### src/rtl/f_seq_priority_encoder.sv
// f_seq_priority_encoder: chunked MSB-first scan returning highest-set-bit position, zero flag and normalising shift.
// Define F_PENC_NORM_EN to add the out_mant port carrying the normalised operand.
module f_seq_priority_encoder #(
   parameter int WIDTH = 23,
   parameter int CHUNK = 8,
   parameter int POS_W = $clog2(WIDTH + 1)
) (
   input  logic             clk,
   input  logic             rst_n,
   input  logic             in_valid,
   output logic             in_ready,
   input  logic [WIDTH-1:0] in_a,
   output logic             out_valid,
   input  logic             out_ready,
   output logic [POS_W-1:0] out_pos,
   output logic [POS_W-1:0] out_shamt,
   output logic             out_zero,
   output logic             busy
`ifdef F_PENC_NORM_EN
   ,
   output logic [WIDTH-1:0] out_mant
`endif
);
   localparam int NCHUNK = (WIDTH + CHUNK - 1) / CHUNK;
   localparam int PTR_W = NCHUNK > 1 ? $clog2(NCHUNK) : 1;
   typedef enum logic [1:0] {IDLE, SCAN, DONE} state_t;
   state_t state, state_nx;
   logic [WIDTH-1:0] opnd;
   logic [PTR_W-1:0] ptr;
   logic [POS_W-1:0] hit_pos, shamt_nx;
   logic hit, last, accept, finish;
   // in_ready is forced low while reset is held, even though the state already reads IDLE
   assign in_ready = rst_n && (state == IDLE || (state == DONE && out_ready));
   assign accept = in_valid && in_ready;
   assign out_valid = state == DONE;
   assign busy = state != IDLE;
   assign last = ptr == '0;
   assign finish = state == SCAN && (hit || last);
   assign shamt_nx = POS_W'(WIDTH) - hit_pos;
   always_comb begin
      hit = 1'b0;
      hit_pos = '0;
      for (int i = 0; i < WIDTH; i++)
         if (PTR_W'(i / CHUNK) == ptr && opnd[i]) begin
            hit = 1'b1;
            hit_pos = POS_W'(i + 1);
         end
   end
   always_comb begin
      state_nx = state;
      state_nx = accept ? SCAN : finish ? DONE : (state == DONE && out_ready) ? IDLE : state;
   end
   always_ff @(posedge clk or negedge rst_n)
      if (!rst_n) begin
         state <= IDLE;
         opnd <= '0;
         ptr <= '0;
         out_pos <= '0;
         out_shamt <= '0;
         out_zero <= 1'b0;
`ifdef F_PENC_NORM_EN
         out_mant <= '0;
`endif
      end else begin
         state <= state_nx;
         if (accept) begin
            opnd <= in_a;
            ptr <= PTR_W'(NCHUNK - 1);
         end else if (state == SCAN && !hit && !last)
            ptr <= ptr - 1'b1;
         if (finish) begin
            out_pos <= hit_pos;
            out_shamt <= shamt_nx;
            out_zero <= !hit;
`ifdef F_PENC_NORM_EN
            out_mant <= opnd << shamt_nx;
`endif
         end
      end
endmodule

### config.mk
export PLATFORM = sky130hd
export DESIGN_NAME = f_seq_priority_encoder
export DESIGN_NICKNAME = d
export VERILOG_FILES = /design/src/rtl/f_seq_priority_encoder.sv
export SDC_FILE = /design/constraint.sdc
export NUM_CORES = 1
export LEC_CHECK = 0
export BUFFER_PORTS_ARGS = -buffer_cell sky130_fd_sc_hd__buf_2
export CAP_MARGIN = 10
export CORE_MARGIN = 10
export CORE_UTILIZATION = 40
export CTS_BUF_LIST = sky130_fd_sc_hd__clkbuf_4
export DETAILED_ROUTE_END_ITERATION = 10
export GPL_TIMING_DRIVEN = 0
export PLACE_DENSITY = 0.62
export SLEW_MARGIN = 15
export SYNTH_ARGS = -nofsm -noshare
export SYNTH_HDL_FRONTEND = slang
export SYNTH_SLANG_ARGS = --single-unit
### constraint.sdc
create_clock -name clk -period 2.3 [get_ports clk]
set_clock_uncertainty 0.05 [all_clocks]
set_input_delay 0.69 -clock clk [delete_from_list [all_inputs] [get_ports clk]]
set_output_delay 0.69 -clock clk [all_outputs]
set_load 0.01 [all_outputs]
Word-level counts from Yosys, hierarchy flattened
Index checks and enable logic that the tools add are counted. W data, S select, Z words.

Mux-type cells: 51. Reduce and logical (&&, ||, !) cells: 38. Add/sub/neg operators: 2. Equal/unequal tests: 4.

Operators with widths (number): $mux W5 (21); $logic_and A1 B1 Y1 (29); $mux W1 (24); $mux W2 (6); $sub A5 B5 Y5 const A (1); $logic_not A2 Y1 (2); $reduce_bool A2 Y1 (2); $reduce_bool A3 Y1 (1); $eq A1 B2 Y1 const A (1); $eq A2 B1 Y1 const B (1); $eq A2 B2 Y1 const A (1); $eq A2 B2 Y1 const B (1); $logic_not A1 Y1 (2); $logic_or A1 B1 Y1 (2); $sub A2 B1 Y2 const B (1).

Register bits after elaboration: 38. Bits of input ports: 27.

Depth between registers and ports, before layout
Gate-level depths: netlist of run 1.

Depth in word-level cells: 30. Mapped depth: 8. Gate-level depth less buffers: 7.

Worst setup path after synthesis of run 1
Ideal clock, no wire load.

Kind: input-to-reg. Start: input out_ready. End: register opnd[10]. Stages on the path: 5. Arrival: 1.679 ns. Data required time: 2.125 ns. Path buffers: 1. Slack: 0.446 ns. Library setup time: 0.125 ns. Cell sequence: inv_1 a21oi_1 nand3_1 buf_2 mux2_2.

Cells in the longest elaborated chain, start to end: 4.

RTL lines: start, declared (line 14) `input logic out_ready,`; $logic_and A1 B1 Y1 (line 33) `assign in_ready = rst_n && (state == IDLE || (state == DONE && out_ready));`; $logic_or A1 B1 Y1 (line 33); $logic_and A1 B1 Y1 (line 33); $logic_and A1 B1 Y1 (line 34) `assign accept = in_valid && in_ready;`; end signal, assigned (line 67) `opnd <= in_a;`; end, declared (line 28) `logic [WIDTH-1:0] opnd;`.

Every way passes these cells. A chain may end at the register's enable or synchronous reset.

Final worst setup path of run 1
Start: input rst_n. End: output in_ready.

Cells in the longest elaborated chain, start to end: 1.

RTL lines: start, declared (line 9) `input logic rst_n,`; $logic_and A1 B1 Y1 (line 33); end, declared (line 11) `output logic in_ready,`.

Every way passes these cells.

==> flow_summary.toml, run 1 <==
[logic_synthesis]
synth_xor_xnor_area_share_pct = 0
synthMuxAreaShare_pct = 14.76
proportion_of_synthesized_flip_flops_having_asynchronous_set_or_reset_pct = 100.0
synthAdderAreaFrac_pct = 2.051
edff_count_synth = 0
netlist_instances = 160
synth-compound-area-share_pct = 15.17
yosysWarnings = 0
netlist_area_pre_place_mm2 = 0.001831
synth_common_cells = "dfrtp_1, mux2_2, nand2_1"
synth-simple-area-share_pct = 14.63
yosys_register_bits = 37
post_synth.cell_area_avg_um2 = 11.44
combinational_family_with_the_most_area_after_synthesis = "compound AO/OA/AOI/OAI gates"
synth_area_leader_cell = "dfrtp_1"
synth.yosys.seq_area_share_pct = 50.58
synth_flop_cell = "dfrtp_1"
area_contributors_post_synth = "dfrtp_1, mux2_2, o31ai_1"
synth_nets = 190
synth_most_common_cell = "dfrtp_1"
synth_top_area_share_pct = 50.58
netlist-cell-type-count = 40

[cells_and_area]
num_antenna_cells = 0
final_layout_size_suffix_gt1_share_pct = 40.87
layout.filler_cells = 408
layout.cells.non_filler = 260
finish.net_count = 237
area_growth_syn_to_layout_pct = 17.91

[power]
p_leak_nw = 1.023
total_power_w = 0.002675
vdd_drop_max_uv = 599.4
power_per_cell_area_mw_per_mm2 = 1239

[sta]
max_slew_headroom_pct = 66.57
timing.final.crit_share_pct = 94.35
final-setup-viol-count = 0
max_freq_ghz = 0.4608
post-route-worst-setup-slack_ns = 0.1300
rsz_0062_raised_after_global_routing = "false"
timing.final.hold_violations = 0
timing.final.max_slew_violations = 0
transition_time_at_the_pin_with_the_least_slew_margin_ns = 0.4960
period_needed_ns = 2.170
final.hold.worst_slack_ns = 0.2424

[detailed_routing]
met2RoutedLength_mm = 2.062
route.top_layer_used = "met4"
via_count = 1365
routed_wire_length_on_met3_um = 279
avgRoutedWirePerCell_um = 16.04
count_of_antenna_violating_nets_left_after_detailed_routing = 0
1st_iter_drt_viols = 76
drc = 0
drt-met1-wl_mm = 1.768
drt_first_pass_iters = 4
vias_per_cell = 5.250
drt_wl_total_mm = 4.170

[placement]
post-place-cells = 252
gp_congestion = 0.8265
place_hpwl_mm = 3.262
port_buffers = 40
pre_cts_ws_ns = -0.5693

[run]
cap_violations = 0

[clock_network]
insertion_delay_ns = 0.34
cts_hold_buffers = 0
cts.repair_timing.setup_buffer_count = 0
ctsRootBufferMaster = "clkbuf_4"
worst_setup_hold_path_clk_slew_ns = 0.11
tritoncts_num_sinks = 37
clock_tree_from_tritoncts = "yes"
cts.path.max_buffers = 2
ctsHtreeMaxLevel = 2
cts_inserted_buffers = 5

[critical_path]
crit_family = "buffers and inverters"
worstSetupStartpointType = "input port"
cp-end-kind = "primary output"
critical-path-slowest-cell = "buf_4"
worstPathBufferInverterCount = 2
category_of_the_critical_setup_timing_path = "in -> out"
crit_path_cell_trace = "buf_4 > and2_1 > buf_2"
critical-path-max-stage-delay_ns = 0.40
critical_path_required_ns = 1.56
critical_path.max_fanout = 39
crit_arrival_ns = 1.43

[status]
outcome = "completed"

[die]
dieArea_mm2 = 0.007683
core_region_area_mm2 = 0.004384
placement_rows = 24
floorplan.initialDensity_pct = 41.75
floorplan.io_pins = 41
fp.dieH_um = 87.65
die_width_um = 87.65

[grt]
grt_max_degree = 40
global_route.overflow_total = 0
vias_in_the_first_global_route = 1471
initial_antenna_violation_count = 0
global_route_wire_length_before_repair_mm = 6.975
overall_routing_resource_usage_pct = 11.25

[hold_path]
min_path_type = "in -> async"
==> cell type report <==
cell class	count	area, µm²	share of cell area [%]
Buffer	4	28.78	1.333
Inverter	6	22.52	1.043
Tap cell	52	65.06	3.014
Clock buffer	8	60.06	2.783
Sequential cell	37	925.9	42.90
Multi-Input combinational cell	113	853.3	39.54
Timing Repair Buffer	40	202.7	9.391
==> logic make-up (layout without fill, tap and decap cells) <==
family                   after synthesis  after routing
AND/OR/NAND/NOR                       49             49
AO/OA/AOI/OAI                         37             37
flip-flops                            37             37
multiplexers                          24             24
buffers and inverters                 10             58
adder cells (fa/ha/maj)                3              3
==> registers in the layout, summed over array words and instances, names as in the netlist <==
register / flops
opnd: 23
out_pos: 5
out_shamt: 4
out_zero: 1
ptr: 2
state: 2
==> report_power, final <==
part | switching, W | leakage (nW) | internal [W]
Sequential | 0.000327 | 0.442 | 0.000949
Clock | 0.000201 | 0.0368 | 0.000157
Combinational | 0.000494 | 0.544 | 0.000546
==> timing repair <==
item,CTS,global route
hold endpoints to repair,0,0
gates resized for setup,1,0
setup endpoints to repair,18,0
==> cell usage in the layout (no fill, tap or decap), drive strengths merged, types with 2 or more instances in the layout <==
cell,count
o41ai,2
buf,44
nor2,9
a32oi,2
o211ai,2
nor2b,8
nand3,5
a21oi,7
nand2b,2
o31ai,8
o21ai,10
inv,6
nor3,3
nand2,13
dfrtp,37
a21o,2
ha,3
mux2,24
clkbuf,8
==> metrics by stage <==
step                util, %  setup TNS [ns]  instance area (µm²)
floorplan                 -               0                 1831
global route          49.23               0                 2158
global placement      47.80          -8.398                 2096
detailed placement    47.80          -12.04                 2096
CTS                   49.23               0                 2158
finish                49.23               0                 2158
==> per-layer routing <==
metal | vias to the layer above | track usage, %
met2 | 35 | 19.05
met1 | 651 | 12.64
met5 | - | 0
met4 | 0 | 4.203
met3 | 6 | 4.085
li1 | 673 | -
==> worst paths after layout <==
kind / end / depth (start not counted) / slack, ns / start
setup / recovery: in_ready / 3 / 0.13 / rst_n
hold / removal: opnd[20] / 1 / 0.24 / rst_n
setup reg to reg: out_pos[3] / 8 / 0.29 / ptr[0]
hold reg to reg: out_pos[4] / 2 / 0.44 / out_pos[4]
max in group asynchronous: opnd[0] / 1 / 1.61 / rst_n
min in group clk: out_pos[4] / 2 / 0.44 / out_pos[4]
No activity file was read; power rests on OpenSTA's default activity.
==> run 2, diff against run 1 <==
Settings changed: CTS_BUF_LIST sky130_fd_sc_hd__clkbuf_4 to sky130_fd_sc_hd__clkbuf_8.
==> run 2 against run 1 <==
Non-clock buffer count stayed put. Via count is 0.22% lower. Flip-flop and latch count stayed put. Die area stayed put. Sequential share of layout area is 0.39 points lower. Global-route usage hardly changed. Clock-buffer cell count is 3 lower. Utilization is 0.46 points higher. Routed wire length hardly changed. Cell area is 0.93% higher.
==> flow_summary.toml, run 2 (same netlist as run 1, synthesis figures left out) <==
[sta]
timing.final.hold_violations = 0
timing.final.max_slew_violations = 0
timing.final.crit_share_pct = 94.70
period_needed_ns = 2.178
max_freq_ghz = 0.4591
transition_time_at_the_pin_with_the_least_slew_margin_ns = 0.4827
timing.setup.tns_ns = 0
max_slew_headroom_pct = 67.47
rsz_0062_raised_after_global_routing = "false"
final-setup-viol-count = 0

[die]
floorplan.io_pins = 41
die_width_um = 87.65
fp.dieH_um = 87.65
floorplan.initialDensity_pct = 41.75
core_region_area_mm2 = 0.004384
dieArea_mm2 = 0.007683
placement_rows = 24

[cells_and_area]
layout.cells.non_filler = 260
layout.cells.most_common_list = "buf_2, dfrtp_1, mux2_2, nand2_1"
most_frequent_standard_cell_in_the_layout_excluding_fill_and_tap_cells = "buf_2"
final_core_util_pct = 49.69
num_antenna_cells = 0
seqCellArea_um2 = 925.9
finish.net_count = 237
area_growth_syn_to_layout_pct = 19.00
multi_input_area_um2 = 853.3
reg_top3 = "opnd (23), out_pos (5), out_shamt (4)"
final_layout_size_suffix_gt1_share_pct = 39.42
largest_register_ffs = 23
max_flop_register = "opnd"
finalInstanceArea_mm2 = 0.002178
layout.filler_cells = 409

[detailed_routing]
via_count = 1362
count_of_antenna_violating_nets_left_after_detailed_routing = 0
avgRoutedWirePerCell_um = 16.05
drt_first_pass_iters = 4
1st_iter_drt_viols = 67
vias_per_cell = 5.238
drc = 0
drt_wl_total_mm = 4.172

[power]
swShare_pct = 37.93
total_power_w = 0.002739
p_leak_nw = 1.038
comb_pwr_share_pct = 38.1
cellInternalPower_w = 0.001700
vdd_drop_max_uv = 632.8
p_sw_w = 0.001039
clock_power_share_pct = 15.3
power_per_cell_area_mw_per_mm2 = 1257
seq_power_share_pct = 46.7

[placement]
port_buffers = 40
place_hpwl_mm = 3.262
gp_congestion = 0.8265
postPlaceCellArea_mm2 = 0.002096
post-place-cells = 252

[run]
cap_violations = 0

[clock_network]
cts_hold_buffers = 0
tritoncts_num_sinks = 37
insertion_delay_ns = 0.29
ctsRootBufferMaster = "clkbuf_8"
cts.path.max_buffers = 2
ctsHtreeMaxLevel = 2
worst_setup_hold_path_clk_slew_ns = 0.07
cts_inserted_buffers = 5
clock_tree_from_tritoncts = "yes"

[critical_path]
category_of_the_critical_setup_timing_path = "in -> out"
critical_path_required_ns = 1.56
cp-end-kind = "primary output"
worst_setup_path_startpoint = "rst_n"
critical-path-max-stage-delay_ns = 0.40
r2r_cells = 8
crit_arrival_ns = 1.44
worstSetupStartpointType = "input port"
critical-path-slowest-cell = "buf_4"
crit_path_cell_trace = "buf_4 > and2_1 > buf_2"
setup.reg_to_reg.worst_slack_ns = 0.30
worstSetupEndpoint = "in_ready"
critical_path.max_fanout = 39
regToRegStartpoint = "ptr[0]"
worstReg2RegEnd = "out_pos[3]"

[grt]
vias_in_the_first_global_route = 1478
global_route.overflow_total = 0
global_route_wire_length_before_repair_mm = 6.982
initial_antenna_violation_count = 0
grt_max_degree = 40
overall_routing_resource_usage_pct = 11.29

[hold_path]
min_path_type = "in -> async"

[status]
outcome = "completed"
[run 2: final cells by class]
type / instances / area share [%]
Buffer: 4 / 1.321
Multi-Input combinational cell: 113 / 39.17
Timing Repair Buffer: 40 / 9.305
Inverter: 6 / 1.034
Sequential cell: 37 / 42.50
Clock inverter: 3 / 0.5169
Tap cell: 52 / 2.987
Clock buffer: 5 / 3.159
[run 2: how the worst min path moves through the flow]
stage                        end         start
floorplan                opnd[0]         rst_n
global placement    out_shamt[0]  out_shamt[0]
detailed placement    out_pos[4]    out_pos[4]
CTS                   out_pos[1]         rst_n
global route            opnd[20]         rst_n
finish                  opnd[20]         rst_n
[run 2: metrics by stage]
stage,worst slack (ns),hold WS (ns)
final,0.1220,0.3031
after global routing,0.02238,0.3430
after CTS,0.09382,0.3235
after floorplan,0.4462,0.3444
after global placement,-0.4163,0.4038
after detailed placement,-0.5693,0.4160
[run 2: power by group through the flow]
| stage | Combinational [W] | Sequential, W | Clock [W] |
|---|---|---|---|
| floorplan | 0.000755 | 0.00123 | 0 |
| global placement | 0.00101 | 0.00126 | 0 |
| detailed placement | 0.00105 | 0.00129 | 0 |
| CTS | 0.00106 | 0.00128 | 0.000432 |
| global route | 0.00117 | 0.00132 | 0.000456 |
| finish | 0.00104 | 0.00128 | 0.000419 |
[run 2: worst max-delay path: cells and delay by family]
| family | cells | cell delay (ns) |
|---|---|---|
| buf+inv | 2 | 0.53 |
| simple gates | 1 | 0.20 |
[run 2: what timing repair did]
item,CTS,global route
gates resized for setup,1,0
setup buffers,0,0
setup endpoints to repair,25,0
[run 2: routing by layer]
layer,routed length [µm],GRT usage (%),vias up
li1,-,-,671
met1,1798,12.59,658
met2,2064,19.05,28
met3,253,4.364,5
met4,57,4.203,0
met5,0,0,-
==> run 3, diff against run 2 <==
--- a/config.mk
+++ b/config.mk
@@ -8,5 +8,5 @@
 export BUFFER_PORTS_ARGS = -buffer_cell sky130_fd_sc_hd__buf_2
 export CAP_MARGIN = 10
-export CORE_MARGIN = 10
+export CORE_MARGIN = 2
 export CORE_UTILIZATION = 40
 export CTS_BUF_LIST = sky130_fd_sc_hd__clkbuf_8
==> constraint.sdc (replaced) <==
create_clock -name clk -period 2.3 [get_ports clk]
set_clock_uncertainty 0.05 [all_clocks]
set_input_delay 0.23 -clock clk [delete_from_list [all_inputs] [get_ports clk]]
set_output_delay 0.23 -clock clk [all_outputs]
set_load 0.01 [all_outputs]
==> run 3 against run 2 <==
The run now ends with negative hold slack left. Combinational power about the same. Maximum frequency increased by 8.6%. Highest routed layer unchanged. Largest power group unchanged. Utilization increased by 0.43 points. Sequential power about the same. Critical path type is now reg -> reg. Sequential share of layout area decreased by 0.36 points.
==> flow_summary.toml, run 3 (same netlist as run 1, synthesis figures left out) <==
[sta]
final.hold.worst_slack_ns = -0.01099
final-setup-viol-count = 0
transition_time_at_the_pin_with_the_least_slew_margin_ns = 0.8189
timing.final.hold_violations = 22
post-route-worst-setup-slack_ns = 0.2949
timing.final.crit_share_pct = 87.18
max_freq_ghz = 0.4987
timing.final.max_slew_violations = 0
period_needed_ns = 2.005
rsz_0062_raised_after_global_routing = "false"
max_slew_headroom_pct = 45.41

[clock_network]
cts_hold_buffers = 0
cts_inserted_buffers = 5
cts_repair_resize_count = 0
insertion_delay_ns = 0.28
tritoncts_num_sinks = 37
clock_tree_from_tritoncts = "yes"
ctsHtreeMaxLevel = 2
cts.repair_timing.setup_buffer_count = 0
worst_setup_hold_path_clk_slew_ns = 0.07
cts.path.max_buffers = 2
ctsRootBufferMaster = "clkbuf_8"

[cells_and_area]
final_core_util_pct = 50.11
reg_top3 = "opnd (23), out_pos (5), out_shamt (4)"
finish.net_count = 237
seqCellArea_um2 = 925.9
layout.cells.most_common_list = "buf_2, dfrtp_1, mux2_2, nand2_1, nor2_1"
area_growth_syn_to_layout_pct = 20.03
final_layout_size_suffix_gt1_share_pct = 40.87
multi_input_area_um2 = 853.3
num_antenna_cells = 0
max_flop_register = "opnd"
largest_register_ffs = 23
most_frequent_standard_cell_in_the_layout_excluding_fill_and_tap_cells = "buf_2"
layout.filler_cells = 403

[grt]
global_route.overflow_total = 0
grt_max_degree = 40
vias_in_the_first_global_route = 1412
overall_routing_resource_usage_pct = 15.84
initial_antenna_violation_count = 0
global_route_wire_length_before_repair_mm = 6.361

[detailed_routing]
drt_first_pass_iters = 4
count_of_antenna_violating_nets_left_after_detailed_routing = 0
1st_iter_drt_viols = 60
avgRoutedWirePerCell_um = 14.42
drc = 0
via_count = 1341
vias_per_cell = 5.158
drt_wl_total_mm = 3.748

[die]
floorplan.initialDensity_pct = 41.75
die_width_um = 71.65
core_region_area_mm2 = 0.004384
placement_rows = 24
fp.dieH_um = 71.65
floorplan.io_pins = 41
dieArea_mm2 = 0.005134

[placement]
port_buffers = 40
gp_congestion = 0.8002
place_hpwl_mm = 2.815
pre_cts_ws_ns = -0.09378

[power]
p_leak_nw = 1.040
power_per_cell_area_mw_per_mm2 = 1272
vdd_drop_max_uv = 446.1

[critical_path]
critical_path.max_fanout = 10
category_of_the_critical_setup_timing_path = "reg -> reg"
cp-end-kind = "flop"
regToRegStartpoint = "ptr[0]"
worstReg2RegEnd = "out_shamt[1]"
critical_path_required_ns = 2.41
worstSetupStartpointType = "flop"
r2r_cells = 7
setup.reg_to_reg.worst_slack_ns = 0.29
crit_arrival_ns = 2.12

[status]
failed_checks = "negative hold slack"
outcome = "finished with violations"

[run]
cap_violations = 0

[hold_path]
min_path_type = "in -> async"
[run 3: worst max path at each step]
| stage | from | to | cells past startpoint |
|---|---|---|---|
| floorplan | ptr[0] | ptr[1] | 7 |
| global placement | rst_n | opnd[5] | 4 |
| detailed placement | rst_n | opnd[11] | 4 |
| CTS | rst_n | opnd[11] | 4 |
| global route | rst_n | opnd[5] | 4 |
| finish | ptr[0] | out_shamt[1] | 7 |
[run 3: per-layer routing]
layer	GRT usage, %	wire [µm]	vias up
met5	0	0	-
li1	-	-	669
met2	27.78	1928	29
met3	4.501	164	2
met1	18.69	1638	641
met4	5.031	17	0
[run 3: critical path, cell delays in order (launching register included)]
cell and delay [ns]:
dfrtp_1 0.40, inv_1 0.08, ha_1 0.30, o31ai_1 0.15
nand3_2 0.24, o21ai_2 0.29, buf_2 0.25, o21ai_0 0.12
[run 3: area by class of cell]
| cell class | instances | area share, % |
|---|---|---|
| Clock buffer | 7 | 4.385 |
| Sequential cell | 37 | 42.14 |
| Multi-Input combinational cell | 113 | 38.84 |
| Timing Repair Buffer | 40 | 9.112 |
| Inverter | 6 | 1.025 |
| Tap cell | 52 | 2.961 |
| Clock inverter | 1 | 0.2278 |
| Buffer | 4 | 1.310 |
[run 3: metrics by stage]
stage	hold slack (ns)	total power, W	instances	setup TNS [ns]	cell area (µm²)
6_report	-0.01099	0.002795	260	0	2197
5_1_grt	0.05973	0.003013	260	0	2197
4_1_cts	0.03019	0.002823	260	0	2197
3_5_place_dp	0.3388	0.002319	252	-1.022	2096
3_3_place_gp	0.3026	0.002260	252	0	2096
2_1_floorplan	-0.1156	0.001988	160	0	1831
[run 3: report_power, final]
group / internal [W] / switching, W
Clock: 0.000271 / 0.000226
Sequential: 0.000951 / 0.000317
Combinational: 0.000545 / 0.000485
